--- src/rtl/jtcps2_keyseq.sv ---
// Purpose : captures the 20-byte CPS2 key during ROM download and replays it
//           byte by byte to the key loader, on download end or on a reload edge.
// Latency : 20*(1+2*HOLD)+1 cycles from start to key_done; no backpressure.
// Ports   : clk/rst_n; downloading, prog_addr/prog_data/prog_we (download bus);
//           reload (replay request); din/din_we (loader side); busy, key_done, key_err.
module jtcps2_keyseq #(
  parameter logic [21:0] KEY_BASE = 22'h0,
  parameter int          HOLD     = 4
) (
  input  logic        clk,
  input  logic        rst_n,
  input  logic        downloading,
  input  logic [21:0] prog_addr,
  input  logic [7:0]  prog_data,
  input  logic        prog_we,
  input  logic        reload,
  output logic [7:0]  din,
  output logic        din_we,
  output logic        busy,
  output logic        key_done,
  output logic        key_err
);

  localparam int         NKEY      = 20;
  localparam logic [3:0] HOLD_LAST = 4'(HOLD - 1);
  localparam logic [4:0] IDX_LAST  = 5'(NKEY - 1);

  typedef enum logic [2:0] {IDLE, SETUP, HIGH, LOW, DONE} state_t;

  state_t          state_q, state_d;
  logic [3:0]      hold_q, hold_d;
  logic [4:0]      idx_q, idx_d;
  logic [NKEY-1:0] mask_q, mask_d;
  logic [7:0]      din_q, din_d;
  logic            key_done_q, key_done_d;
  logic            key_err_q, key_err_d;
  logic            dl_prev_q, rl_prev_q;
  logic [7:0]      buf_q [NKEY];

  logic [21:0]     offset;
  logic            hit, dl_rise, dl_fall, rl_rise, mask_full, active, start;

  // Subtracting the base folds both bounds into a single unsigned compare.
  assign offset    = prog_addr - KEY_BASE;
  assign hit       = prog_we & downloading & (offset < 22'(NKEY));
  assign dl_rise   = downloading & ~dl_prev_q;
  assign dl_fall   = ~downloading & dl_prev_q;
  assign rl_rise   = reload & ~rl_prev_q;
  assign mask_full = &mask_q;
  assign active    = (state_q == SETUP) || (state_q == HIGH) || (state_q == LOW);

  // State and control registers
  always_ff @(posedge clk or negedge rst_n) begin
    if (!rst_n) begin
      state_q    <= IDLE;
      hold_q     <= '0;
      idx_q      <= '0;
      mask_q     <= '0;
      din_q      <= '0;
      key_done_q <= 1'b0;
      key_err_q  <= 1'b0;
      dl_prev_q  <= 1'b0;
      rl_prev_q  <= 1'b0;
    end else begin
      state_q    <= state_d;
      hold_q     <= hold_d;
      idx_q      <= idx_d;
      mask_q     <= mask_d;
      din_q      <= din_d;
      key_done_q <= key_done_d;
      key_err_q  <= key_err_d;
      dl_prev_q  <= downloading;
      rl_prev_q  <= reload;
    end
  end

  // Key storage carries no reset: its content only matters once the mask is full.
  always_ff @(posedge clk) begin
    if (hit) buf_q[offset[4:0]] <= prog_data;
  end

  // Next state: download start beats everything, then download end, then reload.
  always_comb begin
    state_d = state_q;
    hold_d  = hold_q;
    idx_d   = idx_q;
    start   = 1'b0;
    if (dl_rise) begin
      state_d = IDLE;
      hold_d  = '0;
      idx_d   = '0;
    end else if (dl_fall) begin
      start = mask_full;
    end else if (rl_rise && !downloading && !active && mask_full) begin
      start = 1'b1;
    end else begin
      case (state_q)
        SETUP: begin
          state_d = HIGH;
          hold_d  = '0;
        end
        HIGH: begin
          if (hold_q == HOLD_LAST) begin
            state_d = LOW;
            hold_d  = '0;
          end else begin
            hold_d = hold_q + 4'd1;
          end
        end
        LOW: begin
          if (hold_q == HOLD_LAST) begin
            hold_d = '0;
            if (idx_q == IDX_LAST) begin
              state_d = DONE;
            end else begin
              idx_d   = idx_q + 5'd1;
              state_d = SETUP;
            end
          end else begin
            hold_d = hold_q + 4'd1;
          end
        end
        DONE:    state_d = IDLE;
        default: state_d = IDLE;
      endcase
    end
    if (start) begin
      state_d = SETUP;
      hold_d  = '0;
      idx_d   = '0;
    end
  end

  // Outputs and datapath registers
  always_comb begin
    mask_d = dl_rise ? '0 : mask_q;
    if (hit) mask_d[offset[4:0]] = 1'b1;

    key_err_d = key_err_q;
    if (dl_rise)                   key_err_d = 1'b0;
    else if (dl_fall && !mask_full) key_err_d = 1'b1;

    key_done_d = key_done_q;
    if (dl_rise || start)       key_done_d = 1'b0;
    else if (state_d == DONE)   key_done_d = 1'b1;

    // din is loaded on entry to SETUP and then held through HIGH and LOW.
    din_d = din_q;
    if (state_d == SETUP) din_d = buf_q[idx_d];
  end

  assign din      = din_q;
  assign din_we   = (state_q == HIGH);
  assign busy     = active;
  assign key_done = key_done_q;
  assign key_err  = key_err_q;

endmodule
--- config.mk ---
export PLATFORM = sky130hd
export DESIGN_NAME = jtcps2_keyseq
export DESIGN_NICKNAME = d
export VERILOG_FILES = /design/src/rtl/jtcps2_keyseq.sv
export SDC_FILE = /design/constraint.sdc
export NUM_CORES = 1
export LEC_CHECK = 0
export BUFFER_PORTS_ARGS = -buffer_cell sky130_fd_sc_hd__clkbuf_2
export CORE_MARGIN = 5
export CORE_UTILIZATION = 45
export CTS_BUF_LIST = sky130_fd_sc_hd__clkbuf_8
export DETAILED_ROUTE_END_ITERATION = 8
export SYNTH_ARGS = -nofsm -noshare
export SYNTH_HDL_FRONTEND = slang
export SYNTH_SLANG_ARGS = --single-unit
--- constraint.sdc ---
create_clock -name clk -period 3.6 [get_ports clk]
set_clock_uncertainty 0.2 [all_clocks]
set_input_delay 0.72 -clock clk [delete_from_list [all_inputs] [get_ports clk]]
set_output_delay 0.72 -clock clk [all_outputs]
set_load 0.03 [all_outputs]
* Word-level counts from Yosys, hierarchy flattened *
Memories as Yosys holds them, arrays and structs flattened. A register that Yosys moved wholly into a read port is not among the register bits.
Index checks and enable logic that the tools add are counted.

word-level totals
  bits in registers = 36
  RAM bits = 160
  input port bits = 35
  output and inout port bits = 12
  logic and storage cells = 84
  memories = 1

operators by class
  $add $sub $neg = 2
  $lt $le $gt $ge = 3
  equal/unequal tests = 9
  mux-type cells = 34
  bitwise logic cells = 9
  reductions and logical operators = 18

memories
  memory  words  width  read ports  clocked after Yosys merged registers in  write ports  RTL line  RTL
  buf_q   20     8      1           1                                        1            38        logic [7:0] buf_q [NKEY];

operators with widths
  operator               count
  $mux W20               2
  $mux W5                7
  $lt A22 B5 Y1 const B  1
  $mux W3                7
  $mux W4                5
  $or A20 B20 Y20        1
  $reduce_and A20 Y1     1
  $mux W1                10
  $pmux W3 S3            1
  $pmux W4 S2            1
  $eq A3 B1 Y1 const B   2
  $eq A3 B2 Y1 const B   2
  $lt A5 B6 Y1 const B   1
  $add A5 B1 Y5 const B  1
  $and A1 B1 Y1          5
  $demux W1 S5           1
  $eq A5 B5 Y1 const B   1
  $ge A5 B1 Y1 const B   1
  $logic_and A1 B1 Y1    5
  $add A4 B1 Y4 const B  1
  $eq A4 B2 Y1 const B   1
  $logic_not A1 Y1       4
  $reduce_bool A2 Y1     2
  $reduce_bool A4 Y1     1
  7 further kinds        11

* Logic depth before layout (Yosys ltp) *
  word-level depth = 13
  mapped depth = 11
  gate-level depth less buffers = 9

* Worst setup path before layout *
Ideal clock, no wire load.

  path type = input to register
  start = input port downloading
  end = memory buf_q[3][0], enable pin
  setup time = 0.402 ns
  arrival = 2.786 ns
  data required time = 2.998 ns
  path slack = 0.213 ns
  stages on the path = 5
  path buffers = 1
  path through = clkbuf_1 nor4b_1 nand4_1 nor3_1 nor4b_1

between the ends
  cells in the longest elaborated chain, start to end = 4

ends and longest elaborated chain
  item                           RTL line  RTL
  start: declaration             12        input logic downloading,
  $and A1 B1 Y1 (2 in a row)     45        assign hit = prog_we & downloading & (offset < 22'(NKEY));
  $mux W1                        79        if (hit) buf_q[offset[4:0]] <= prog_data;
  $mux W1 (implied by the code)  79
  end: declaration               38

No other way between the ends.

* Worst setup path after layout *
  start = register idx_q[1]
  end = register din_q[0], in the netlist din[0], read port of buf_q

between the ends
  cells in the longest elaborated chain, start to end = 9
  elaborated cells between the ends (all ways) = 17
  those cells by class = add/sub (1); eq/ne (2); mux (14)

ends and longest elaborated chain
  item                      RTL line  RTL
  start: declaration        32        logic [4:0] idx_q, idx_d;
  start signal: assignment  67        idx_q <= idx_d;
  $eq A5 B5 Y1              113       if (idx_q == IDX_LAST) begin
  $mux W3                   113
  $mux W3                   111       if (hold_q == HOLD_LAST) begin
  $pmux W3 S3               97        case (state_q)
  $mux W3                   94        end else if (rl_rise && !downloading && !active && mask_full) begin
  $mux W3                   92        end else if (dl_fall) begin
  $mux W3                   88        if (dl_rise) begin
  $mux W3                   127       if (start) begin
  $eq A3 B1 Y1              149       if (state_d == SETUP) din_d = buf_q[idx_d];
  end: declaration          34        logic [7:0] din_q, din_d;

Parallel ways exist; a longest one is shown, timed or not.
A chain may end at the register's enable or synchronous reset.

==> flow_summary.toml <==
[status]
status = "complete, no violations"

[sta]
fin_crit_sh_pct = 94.4
max_slew_margin_pct = 43.5
rsz0062_at_grt = "no"
min_period_ps = 3400
fin_tns_setup_ps = 0
setup_viol = 0
drv_slew = 0
hold_viol = 0
tightest_slew_ps = 844
fmax_mhz = 294

[placed_design]
place.gp.congestion = 0.839
placed_cell_area_mm2 = 0.00908
portBuffers = 46
place_hpwl_um = 13300

[clocking]
insertion_delay_ps = 490
cts-root-buf = "clkbuf_8"
cts-buffers-inserted = 34
htreeDepth = 2
cts_sinks = 204
cts_max_path_buffers = 3
path_clk_slew_ps = 60
post_cts_buffers = 0
cts_tree = "built"

[finish]
n_antenna_cell = 0
multiInputGateArea_mm2 = 0.00230
nFillCells = 1482
nets = 714
design_area_mm2 = 0.00978
seqCellArea_mm2 = 0.00591
layout-drive-gt1-share_pct = 21.9
area_growth_syn_to_layout_pct = 17.9
post-route-util_pct = 54.2

[setup_path]
critPathMaxStageDelay_ps = 430
crit_required_ps = 3760
crit_path_start_kind = "register"
critPathMaxFanout = 34
critPathSlowestCell = "dfrtp_1"
crit_start = "idx_q[1]$_DFF_PN0_"
crit_chain = "ha_1 > and4bb_2 > nor4_4 > buf_4 > xnor2_4 > buf_12 > mux2_2 > a32o_1 > a211oi_1 > a221o_1 > o31ai_1"
endpoint_kind = "register"
crit_arrival_ps = 3560
r2r-start = "idx_q[1]$_DFF_PN0_"
critPathKind = "register to register"

[power]
p_total_mw = 4.65
leakage_nw = 3.96
vdd_ir_drop_max_v = 0.000240
powerDensity_mw_per_mm2 = 476

[global_route]
grt_pass1_wl_um = 31000
use_met3_pct = 3.71
grt.met2_usage_pct = 31.2
grt_usage_pct = 18.6
use_met1_pct = 24.7
antenna_found_initial = 0
grt_pass1_vias = 5593
grt_overflow_total = 0
grt.busiest_layer = "met2"
grt_max_degree = 35

[min_path]
hold_class = "input port to asynchronous set/reset pin"

[floorplan]
core_region_area_mm2 = 0.0180
die_y_um = 146
die_w_um = 146
ioPinCount = 47
initial_utilization_pct = 46.0
num_rows = 49
die_area_mm2 = 0.0212

[detailed_routing]
wirelength_um = 19900
viasPerCell = 5.77
route.detailed.drc = 0
num_vias = 5373
dr.pass1.iters = 5
drtIter0Drc = 336
wl_per_cell_um = 21.3
final_antenna_net_count = 0

[logic_synthesis]
ys_seq_elements = 204
syn_nets = 617
async_flop_share_pct = 21.6
yosysWarnings = 0
postSynthAreaPerCell_um2 = 14.3
synth_top_area_cell = "edfxtp_1"
ys_types = 60
synthCells = 580
seq_area_frac_synth_pct = 71.2
synth_top_area_share_pct = 57.9
synth_enable_flop_cells = 160
synth_ff_type = "edfxtp_1"
synthTopCellsByArea = "edfxtp_1 58%, dfrtp_1 13%, nand2_1 3.2%"
synth_area_mm2 = 0.00829

[job]
maxCapViolations = 0
==> critical path: cells and delay by family, from the launching register on <==
kind	cells	cell delay [ps]
AOI/OAI and AO/OA	4	740
and+or+nand+nor	2	670
buffers and inverters	2	470
DFF	1	430
muxes	1	370
adders and majority gates	1	270
xor gates and xnor gates	1	130
==> stage by stage <==
| stage | hold slack, ps | std cells | setup slack (ps) |
|---|---|---|---|
| final | 30.0 | 932 | 201 |
| after global routing | 62.5 | 932 | 24.4 |
| after CTS | 38.6 | 932 | 117 |
| after detailed placement | 262 | 870 | 127 |
| after global placement | 253 | 870 | 268 |
| after floorplan | 224 | 580 | 213 |
==> state kept, by name, summed over array words and instances (netlist names) <==
name       cells
buf_q        160
din            8
dl_prev_q      1
hold_q         4
idx_q          5
key_done       1
key_err        1
mask_q        20
rl_prev_q      1
state_q        3
==> path summary, 6_finish.rpt <==
path                            cells after the start                  end  slack (ps)
worst max-delay path                               11   din[0]$_DFFE_PN0N_         200
worst min-delay path                                1  rl_prev_q$_DFF_PN0_          30
worst max register to register                     11   din[0]$_DFFE_PN0N_         200
worst min register to register                      1  mask_q[3]$_DFF_PN0_         280
max in group asynchronous                           2   din[3]$_DFFE_PN0N_        2430
min in group clk                                    1  rl_prev_q$_DFF_PN0_         180
==> layout make-up <==
class | count | share of cell area, %
Tap cell | 229 | 2.93
Timing Repair Buffer | 84 | 5.79
Clock inverter | 19 | 1.02
Clock buffer | 43 | 6.05
Sequential cell | 204 | 60.4
Multi-Input combinational cell | 347 | 23.6
Inverter | 6 | 0.230
==> cell usage after synthesis (9+ instances only) <==
master    number
edfxtp_1     160
nand2_1       70
dfrtp_1       44
nor2_1        26
o22ai_1       26
a21o_1        20
a31oi_1       19
mux2i_1       19
clkbuf_1      16
and3_1        11
o21ai_0       11
nand3_1       10
mux2_2         9
o31ai_1        9
==> layout by cell type (no fill, tap or decap), types with 3 or more instances in the layout <==
cell / count
mux2_2: 9
edfxtp_1: 160
nor3_1: 7
a21oi_1: 6
o221ai_1: 7
a211oi_1: 7
o21ai_0: 11
clkbuf_8: 43
inv_1: 18
clkbuf_2: 46
nand2_1: 70
clkinv_1: 4
nand4_1: 7
o31ai_1: 9
buf_4: 34
nor2_1: 26
nand3_1: 10
dfrtp_1: 44
a32o_1: 7
a221o_1: 7
a21o_1: 20
and3_1: 11
nand3b_1: 3
buf_12: 4
and2_1: 4
a31oi_1: 18
nand2b_1: 7
mux2i_1: 19
o21bai_1: 7
nor4_1: 4
nor2b_1: 7
o22ai_1: 26
==> per-layer routing <==
metal  vias up  share of wire (%)
met2       165                 49
met3        31                5.8
met5         -                  0
met4         0                2.1
li1       2480                  -
met1      2697                 43
==> logic make-up (layout without fill, tap and decap cells) <==
| family | count (synthesis) | count (layout) | share of synthesized area (%) |
|---|---|---|---|
| muxes | 29 | 29 | 3.65 |
| buffers and inverters | 29 | 152 | 1.37 |
| DFF | 204 | 204 | 71.2 |
| xor gates and xnor gates | 4 | 4 | 0.604 |
| adders and majority gates | 2 | 2 | 0.302 |
| AOI/OAI and AO/OA | 138 | 138 | 12.0 |
| and+or+nand+nor | 174 | 174 | 10.8 |
==> timing repair <==
action,4_1_cts,5_1_grt
endpoints found under the setup margin,0,3
resized for setup,0,1
hold buffers,0,0
==> where the power goes <==
part	switching (mW)	leakage, nW	total, mW	internal [mW]
logic	0.0709	1.52	0.0960	0.0251
registers	0.00250	2.05	2.55	2.55
clock network	0.860	0.401	2.00	1.14
total	0.934	3.96	4.65	3.72
Power figures use the tool's default switching activity.
